[src/rtl/rotate_restore_pipe.sv]
// Pipelined inverse rotator: undoes a rotate of in_amt in direction in_dir,
// one stage per amount bit, with valid/ready flow control and bubble collapsing.
module rotate_restore_pipe #(
  parameter int N = 4,
  localparam int W = 1 << N
) (
  input  logic         clk,
  input  logic         rst_n,
  input  logic         in_valid,
  output logic         in_ready,
  input  logic [W-1:0] in_data,
  input  logic [N-1:0] in_amt,
  input  logic         in_dir,
  output logic         out_valid,
  input  logic         out_ready,
  output logic [W-1:0] out_data,
  output logic [N-1:0] out_amt,
  output logic         out_dir
);

  logic [N-1:0]          v_reg;
  logic [N-1:0][W-1:0]   data_reg;
  logic [N-1:0][N-1:0]   amt_reg;
  logic [N-1:0]          dir_reg;

  logic [N-1:0]          adv;
  logic [N-1:0]          src_valid;
  logic [N-1:0][W-1:0]   src_data;
  logic [N-1:0][N-1:0]   src_amt;
  logic [N-1:0]          src_dir;
  logic [N-1:0][W-1:0]   data_next;

  // A stage may move when it is empty or the stage after it moves; this is
  // what collapses bubbles ahead of a stall.
  always_comb begin
    adv = '0;
    adv[N-1] = !v_reg[N-1] || out_ready;
    for (int s = N - 2; s >= 0; s--) begin
      adv[s] = !v_reg[s] || adv[s+1];
    end
  end

  always_comb begin
    src_valid = '0;
    src_data  = '0;
    src_amt   = '0;
    src_dir   = '0;
    src_valid[0] = in_valid;
    src_data[0]  = in_data;
    src_amt[0]   = in_amt;
    src_dir[0]   = in_dir;
    for (int s = 1; s < N; s++) begin
      src_valid[s] = v_reg[s-1];
      src_data[s]  = data_reg[s-1];
      src_amt[s]   = amt_reg[s-1];
      src_dir[s]   = dir_reg[s-1];
    end
  end

  // Stage gi undoes the 2^gi component of the original rotation, so it turns
  // the opposite way to src_dir.
  generate
    for (genvar gi = 0; gi < N; gi++) begin : g_stage
      localparam int K = 1 << gi;
      logic [W-1:0] rot_right;
      logic [W-1:0] rot_left;
      assign rot_right = (src_data[gi] >> K) | (src_data[gi] << (W - K));
      assign rot_left  = (src_data[gi] << K) | (src_data[gi] >> (W - K));
      assign data_next[gi] = !src_amt[gi][gi] ? src_data[gi] :
                             (src_dir[gi] ? rot_right : rot_left);
    end
  endgenerate

  always_ff @(posedge clk or negedge rst_n) begin
    if (!rst_n) begin
      v_reg    <= '0;
      data_reg <= '0;
      amt_reg  <= '0;
      dir_reg  <= '0;
    end else begin
      for (int s = 0; s < N; s++) begin
        if (adv[s]) begin
          v_reg[s]    <= src_valid[s];
          data_reg[s] <= data_next[s];
          amt_reg[s]  <= src_amt[s];
          dir_reg[s]  <= src_dir[s];
        end
      end
    end
  end

  assign in_ready  = adv[0];
  assign out_valid = v_reg[N-1];
  assign out_data  = data_reg[N-1];
  assign out_amt   = amt_reg[N-1];
  assign out_dir   = dir_reg[N-1];

endmodule

[config.mk]
export PLATFORM = sky130hd
export DESIGN_NAME = rotate_restore_pipe
export DESIGN_NICKNAME = d
export VERILOG_FILES = /design/src/rtl/rotate_restore_pipe.sv
export SDC_FILE = /design/constraint.sdc
export NUM_CORES = 1
export LEC_CHECK = 0
export CAP_MARGIN = 10
export CORE_ASPECT_RATIO = 1.25
export CORE_UTILIZATION = 55
export DETAILED_ROUTE_END_ITERATION = 10
export MAX_ROUTING_LAYER = met4
export PLACE_DENSITY = 0.76
export REMOVE_ABC_BUFFERS = 1
export SYNTH_ARGS = -nofsm -noshare
export SYNTH_HDL_FRONTEND = slang
export SYNTH_SLANG_ARGS = --single-unit
[constraint.sdc]
create_clock -name clk -period 1.81 [get_ports clk]
set_clock_uncertainty 0.05 [all_clocks]
set_input_delay 0.181 -clock clk [delete_from_list [all_inputs] [get_ports clk]]
set_output_delay 0.181 -clock clk [all_outputs]
set_load 0.01 [all_outputs]
==> qor.csv, run 1 <==
metric;value;unit
Die X-Extent;83.85;um
PD cells;1164;nW/um^2
first-pass GRT wire length;13390;um
Vias;2983;
clock buffer depth;2;
CP Capture Type;primary output;
vias per inst;5.618;
Worst Path Required;1.58;ns
number of synthesized register bits;88;
die height;104.3;um
Synth Area per Inst;11.23;um^2
drt total wl;7510;um
Setup Buffers After CTS;0;
Root Buffer;clkbuf_8;
maximum vdd drop;0.0004025;V
failing checks;DRC;
GPL Wtd Cong;0.8265;
Mapped Cells;410;
standard-cell rows;36;
cell taking the most area after synthesis;dfrtp_1;
clock slew seen by the registers of the worst setup and hold paths;0.08;ns
Leak;2.487;nW
area post-placement;5039;um^2
Sequential Power Share;46.2;%
NumNets Final;456;
Syn. warnings;0;
Clock Power Share;23.6;%
Final Max Slew Viols;0;
FMAX;619.1;MHz
crit path cell chain;and4b_2 > nand2_2 > dlygate4sd2_1;
switching part of the total;29.00;%
unrepaired setup endpoints after global routing;no;
Netlist cell types;20;
Syn Std Cell Area;4606;um^2
Comb pwr share;30.2;%
final hold vios;0;
layout cells sized above 1;16.51;%
post-layout min period;1.615;ns
kind of critical path;flop to primary output;
crit path max-delay cell type;dfrtp_1;
most common cell after layout, fill and taps aside;dfrtp_1;
GR Overflow Total;0;
Hold Crit Class;input pin to async pin;
wire per inst;14.14;um
Layout area overhead;14.24;%
CP startpoint;v_reg[2]$_DFFE_PN0P_;
number of global-route vias before repair;2964;
Worst EP arrival;1.38;ns
largest net degree at the start of global routing;39;
max reg flops;48;
detailed placer's ending HPWL;5591;um
fraction of the yosys area taken by sequential cells;47.81;%
critical path peak fanout;3;
initial antenna violation count;0;
H-tree depth;3;
die area;8746;um^2
dominant cells by area after synthesis;dfrtp_1, mux2i_1, mux2_4;
Yosys top cell area share;47.81;%
total global-route track usage;19.63;%
fillcell total;611;
Power Total;6.123;mW
n_diodes;0;
Max-cap violations;0;
r2r setup slk;0.31;ns
# port buffers;47;
Crit Reg-Reg Startpoint;v_reg[2]$_DFFE_PN0P_;
Switch Pwr;1.776;mW
Tcrit/Tclk final;89.24;%
most frequent cells in the layout;dfrtp_1, mux2i_1, nor2_1;
clk sink count;88;
Placement Setup Slack;-0.01257;ns
final antenna-violating net count;0;
IO Count;48;
final setup vio count;0;
Worst setup SP type;flop;
internal power;4.347;mW
core area;7973;um^2
Clk Latency, worst-skew pair;0.35;ns
worst slew pin tran;0.3971;ns
outcome;finished, violations left;
worst setup margin;0.1947;ns
Design Area, Final;5261;um^2
Pre-antenna DRT Iters;8;
Slew headroom;73.53;%
DR iter-0 viols;117;
CP max stage delay;0.40;ns
# DRC;8;
initial cell density of the core;57.77;%
CTS tree;built;
cts bufs inserted;9;
-- final timing paths --
| kind | endpoint | depth (start not counted) |
|---|---|---|
| hold / removal | out_amt[0]$_DFFE_PN0P_ | 2 |
| setup reg to reg | amt_reg[6]$_DFFE_PN0P_ | 3 |
| setup / recovery | in_ready | 3 |
| max in group asynchronous | out_data[13]$_DFFE_PN0P_ | 3 |
| hold reg to reg | v_reg[2]$_DFFE_PN0P_ | 1 |
| min in group clk | v_reg[0]$_DFFE_PN0P_ | 2 |
-- power by group through the flow --
stage / logic, mW / registers (mW) / clock network, mW
detailed placement: 1.87 / 2.88 / 0
floorplan: 0.939 / 2.99 / 0
finish: 1.85 / 2.83 / 1.44
global placement: 1.80 / 2.84 / 0
CTS: 1.87 / 2.84 / 1.48
global route: 2.03 / 2.91 / 1.55
-- metrics by stage --
stage                     hold WS (ns)  instances  utilization, %   TNS (ns)
after floorplan                -0.1646        356               -     -11.22
after global placement         0.08471        514           63.20  -0.009213
after detailed placement       0.08494        514           63.20   -0.01257
after CTS                       0.2467        531           65.99          0
after global routing            0.2792        531           65.99          0
final                           0.2389        531           65.99          0
-- routing by layer --
metal | global-route usage (%) | wire length (um) | up-vias
met3 | 3.333 | 175 | 9
li1 | - | - | 1483
met1 | 22.60 | 3266 | 1439
met5 | - | 0 | -
met4 | 8.498 | 108 | 0
met2 | 33.67 | 3959 | 52
-- cell families (layout without fill, tap and decap cells) --
logic type             Yosys count  in the layout  synth area share [%]
AOI/OAI and AO/OA               96             96                 13.91
DFF                             88             88                 47.81
buffers and inverters           54             80                 7.634
muxes                          100            100                 24.18
and+or+nand+nor                 72             72                 6.466
-- cell usage after synthesis --
cell type and instances:
nor2b_1 1, mux2_2 18, nand2_2 1, or2_2 3
a211oi_1 32, nand2b_1 1, nand2_1 16, buf_2 14
nor2_1 48, o21ai_0 16, mux2_4 18, buf_4 27
buf_6 4, dfrtp_1 88, a21o_1 32, mux2i_1 64
and3b_1 1, clkbuf_1 9, and4b_2 1, a21oi_1 16
-- final cells by class --
type	instances	area (um^2)	share of cell area, %
Timing Repair Buffer	64	671.9	12.77
Clock inverter	3	65.06	1.237
Sequential cell	88	2202	41.85
Clock buffer	13	148.9	2.830
Multi-Input combinational cell	268	2054	39.05
Tap cell	95	118.9	2.259
-- critical path: cells and delay by family (launching register included) --
family,cells,cell delay (ns)
simple gates,2,0.35
buf+inv,1,0.27
flops,1,0.40
-- what timing repair did --
| item | 4_1_cts | 5_1_grt |
|---|---|---|
| resized for setup | 1 | 0 |
| endpoints found under the hold margin | 29 | 0 |
| hold buffers | 1 | 0 |
| setup endpoints to repair | 1 | 0 |
Power figures use the tool's default switching activity.
==> run 2, diff against run 1 <==
Settings changed: ABC_AREA set to 1, PLACE_DENSITY 0.76 to 0.75, SLEW_MARGIN set to 0.
==> qor.csv, run 2 <==
metric;value;unit;change
Sequential Power Share;44.5;%;was 46.2%
Hold Crit Class;input pin to async pin;;unchanged
WP depth;2;;was 3
most common cell in the netlist;nand2_1;;was dfrtp_1
Netlist cell types;20;;unchanged
number of global-route vias before repair;4005;;was 2964
Switch Pwr;2.098;mW;was 1.776 mW
worst slew pin tran;0.4467;ns;was 0.3971 ns
number of synthesized register bits;88;;unchanged
Root Buffer;clkbuf_8;;unchanged
switching part of the total;33.12;%;was 29.00%
Slew headroom;70.04;%;was 73.53%
drt total wl;9884;um;was 7510 um
crit path max-delay cell type;clkdlybuf4s50_1;;was dfrtp_1
Clk Latency, worst-skew pair;0.37;ns;was 0.35 ns
Layout area overhead;12.98;%;was 14.24%
Die X-Extent;86.72;um;was 83.85 um
Worst EP arrival;1.39;ns;was 1.38 ns
most frequent cells in the layout;nand2_1, nand3_1, dfrtp_1;;was dfrtp_1, mux2i_1, nor2_1
Post-synth EDFFs;0;;unchanged
final antenna-violating net count;0;;unchanged
Yosys top cell area share;44.62;%;was 47.81%
largest net degree at the start of global routing;41;;was 39
die height;107.9;um;was 104.3 um
r2r endpoint;data_reg[35]$_DFFE_PN0P_;;was amt_reg[6]$_DFFE_PN0P_
final setup vio count;0;;unchanged
dominant cells by area after synthesis;dfrtp_1, nand2_1, nand3_1;;was dfrtp_1, mux2i_1, mux2_4
CP Capture Type;primary output;;unchanged
r2r worst-path depth;5;;was 3
post-layout util;64.08;%;was 65.99%
IO Count;48;;unchanged
# DRC;0;;was 8
Pre-antenna DRT Iters;4;;was 8
fraction of the yosys area taken by sequential cells;44.62;%;was 47.81%
Tcrit/Tclk final;89.36;%;was 89.24%
PD cells;1136;nW/um^2;was 1164 nW/um^2
DR iter-0 viols;155;;was 117
Synth Area per Inst;6.990;um^2;was 11.23 um^2
GR Overflow Total;0;;unchanged
core area;8701;um^2;was 7973 um^2
H-tree depth;3;;unchanged
Final Max Slew Viols;0;;unchanged
Vias;4217;;was 2983
Syn. warnings;0;;unchanged
crit path cell chain;buf_4 > clkdlybuf4s50_1;;was and4b_2 > nand2_2 > dlygate4sd2_1
Worst Path Required;1.58;ns;about the same
n_diodes;0;;unchanged
max reg flops;48;;unchanged
Crit Reg-Reg Startpoint;v_reg[3]$_DFFE_PN0P_;;was v_reg[2]$_DFFE_PN0P_
Commonest cells post-synth;nand2_1, nand3_1, dfrtp_1;;was dfrtp_1, mux2i_1, nor2_1
CP max stage delay;0.54;ns;was 0.40 ns
post-layout min period;1.617;ns;was 1.615 ns
initial cell density of the core;56.72;%;was 57.77%
total global-route track usage;24.57;%;was 19.63%
final hold vios;0;;unchanged
fraction of registers with async set/reset;100.0;%;unchanged
standard-cell rows;38;;was 36
NumNets Final;748;;was 456
Worst setup SP type;flop;;unchanged
outcome;finished, final reports clean;;was finished, violations left
Main synth FF type;dfrtp_1;;unchanged
Placement Setup Slack;0.09231;ns;was -0.01257 ns
wire per inst;11.66;um;was 14.14 um
first-pass GRT wire length;17570;um;was 13390 um
maximum vdd drop;0.0004991;V;was 0.0004025 V
CTS tree;built;;unchanged
initial antenna violation count;0;;unchanged
cts bufs inserted;9;;unchanged
Comb pwr share;29.9;%;was 30.2%
clock slew seen by the registers of the worst setup and hold paths;0.09;ns;was 0.08 ns
r2r setup slk;0.45;ns;was 0.31 ns
# port buffers;47;;unchanged
Mapped Cells;706;;was 410
internal power;4.236;mW;was 4.347 mW
FMAX;618.2;MHz;was 619.1 MHz
most common cell after layout, fill and taps aside;nand2_1;;was dfrtp_1
count of buffer and inverter cells on the critical path;2;;was 1
vias per inst;4.973;;was 5.618
Max-cap violations;0;;unchanged
detailed placer's ending HPWL;7516;um;was 5591 um
clock buffer depth;2;;unchanged
layout cells sized above 1;6.593;%;was 16.51%
GPL Wtd Cong;0.8730;;was 0.8265
clk sink count;88;;unchanged
Top delay family on crit path;buffers and inverters;;was flip-flops
cell taking the most area after synthesis;dfrtp_1;;unchanged
critical path peak fanout;3;;unchanged
Syn Std Cell Area;4935;um^2;was 4606 um^2
Clock Power Share;25.6;%;was 23.6%
die area;9357;um^2;was 8746 um^2
worst setup margin;0.1925;ns;was 0.1947 ns
unrepaired setup endpoints after global routing;no;;unchanged
Leak;3.003;nW;was 2.487 nW
kind of critical path;flop to primary output;;unchanged
-- run 2: cell count changes after synthesis, moves of 32 or more --
cell and change:
a211oi_1 -32, a21o_1 -32, inv_1 +45, mux2i_1 -64, nand2_1 +351, nand3_1 +101, nor2_1 -48
-- run 2: worst max-delay path by stage --
| stage | startpoint | endpoint | slack (ns) |
|---|---|---|---|
| finish | v_reg[3]$_DFFE_PN0P_ | out_valid | 0.19 |
| global route | v_reg[3]$_DFFE_PN0P_ | out_valid | 0.13 |
| CTS | v_reg[3]$_DFFE_PN0P_ | out_valid | 0.17 |
| detailed placement | out_ready | in_ready | 0.09 |
| global placement | out_ready | in_ready | 0.09 |
| floorplan | v_reg[3]$_DFFE_PN0P_ | amt_reg[6]$_DFFE_PN0P_ | -0.02 |
-- run 2: cell families (layout without fill, tap and decap cells) --
kind of cell           count (synthesis)  count (layout)  synth area share (%)
and+or+nand+nor                      474             474                 39.83
buffers and inverters                114             136                 12.42
DFF                                   88              88                 44.62
AOI/OAI and AO/OA                     30              30                 3.119
-- run 2: area by class of cell --
type	count	area (um^2)
Inverter	52	195.2
Clock buffer	9	123.9
Fill cell	828	3126
Multi-Input combinational cell	504	2120
Clock inverter	7	120.1
Sequential cell	88	2202
Timing Repair Buffer	68	664.4
Tap cell	120	150.1
-- run 2: per-stage QoR --
| step | setup TNS [ns] | total power [mW] | instances | instance area [um^2] | hold WS, ns |
|---|---|---|---|---|---|
| 3_3_place_gp | 0 | 4.684 | 830 | 5315 | 0.07469 |
| 5_1_grt | 0 | 6.819 | 848 | 5575 | 0.2469 |
| 4_1_cts | 0 | 6.392 | 848 | 5575 | 0.2226 |
| 2_1_floorplan | -0.01976 | 3.898 | 644 | 4517 | -0.1646 |
| 6_report | 0 | 6.334 | 848 | 5575 | 0.2242 |
| 3_5_place_dp | 0 | 4.759 | 830 | 5315 | 0.07735 |
-- run 2: timing repair --
action	in CTS	in global routing
setup endpoints to repair	1	0
hold buffers	1	0
setup buffers	1	0
resized for setup	1	0
hold endpoints to repair	27	0
-- run 2: power groups by stage --
stage	Combinational, mW	Clock (mW)	Sequential, mW
2_1_floorplan	0.961	0	2.94
3_3_place_gp	1.85	0	2.83
3_5_place_dp	1.90	0	2.86
4_1_cts	1.92	1.65	2.82
5_1_grt	2.19	1.75	2.89
6_report	1.89	1.62	2.82
-- run 2: metal layers --
layer | vias to the layer above | track usage (%) | part of all wire (%)
met1 | 1927 | 25.84 | 41
met4 | 0 | 10.24 | 2.1
li1 | 2186 | - | -
met3 | 19 | 4.448 | 2.7
met2 | 85 | 44.84 | 54
met5 | - | - | 0
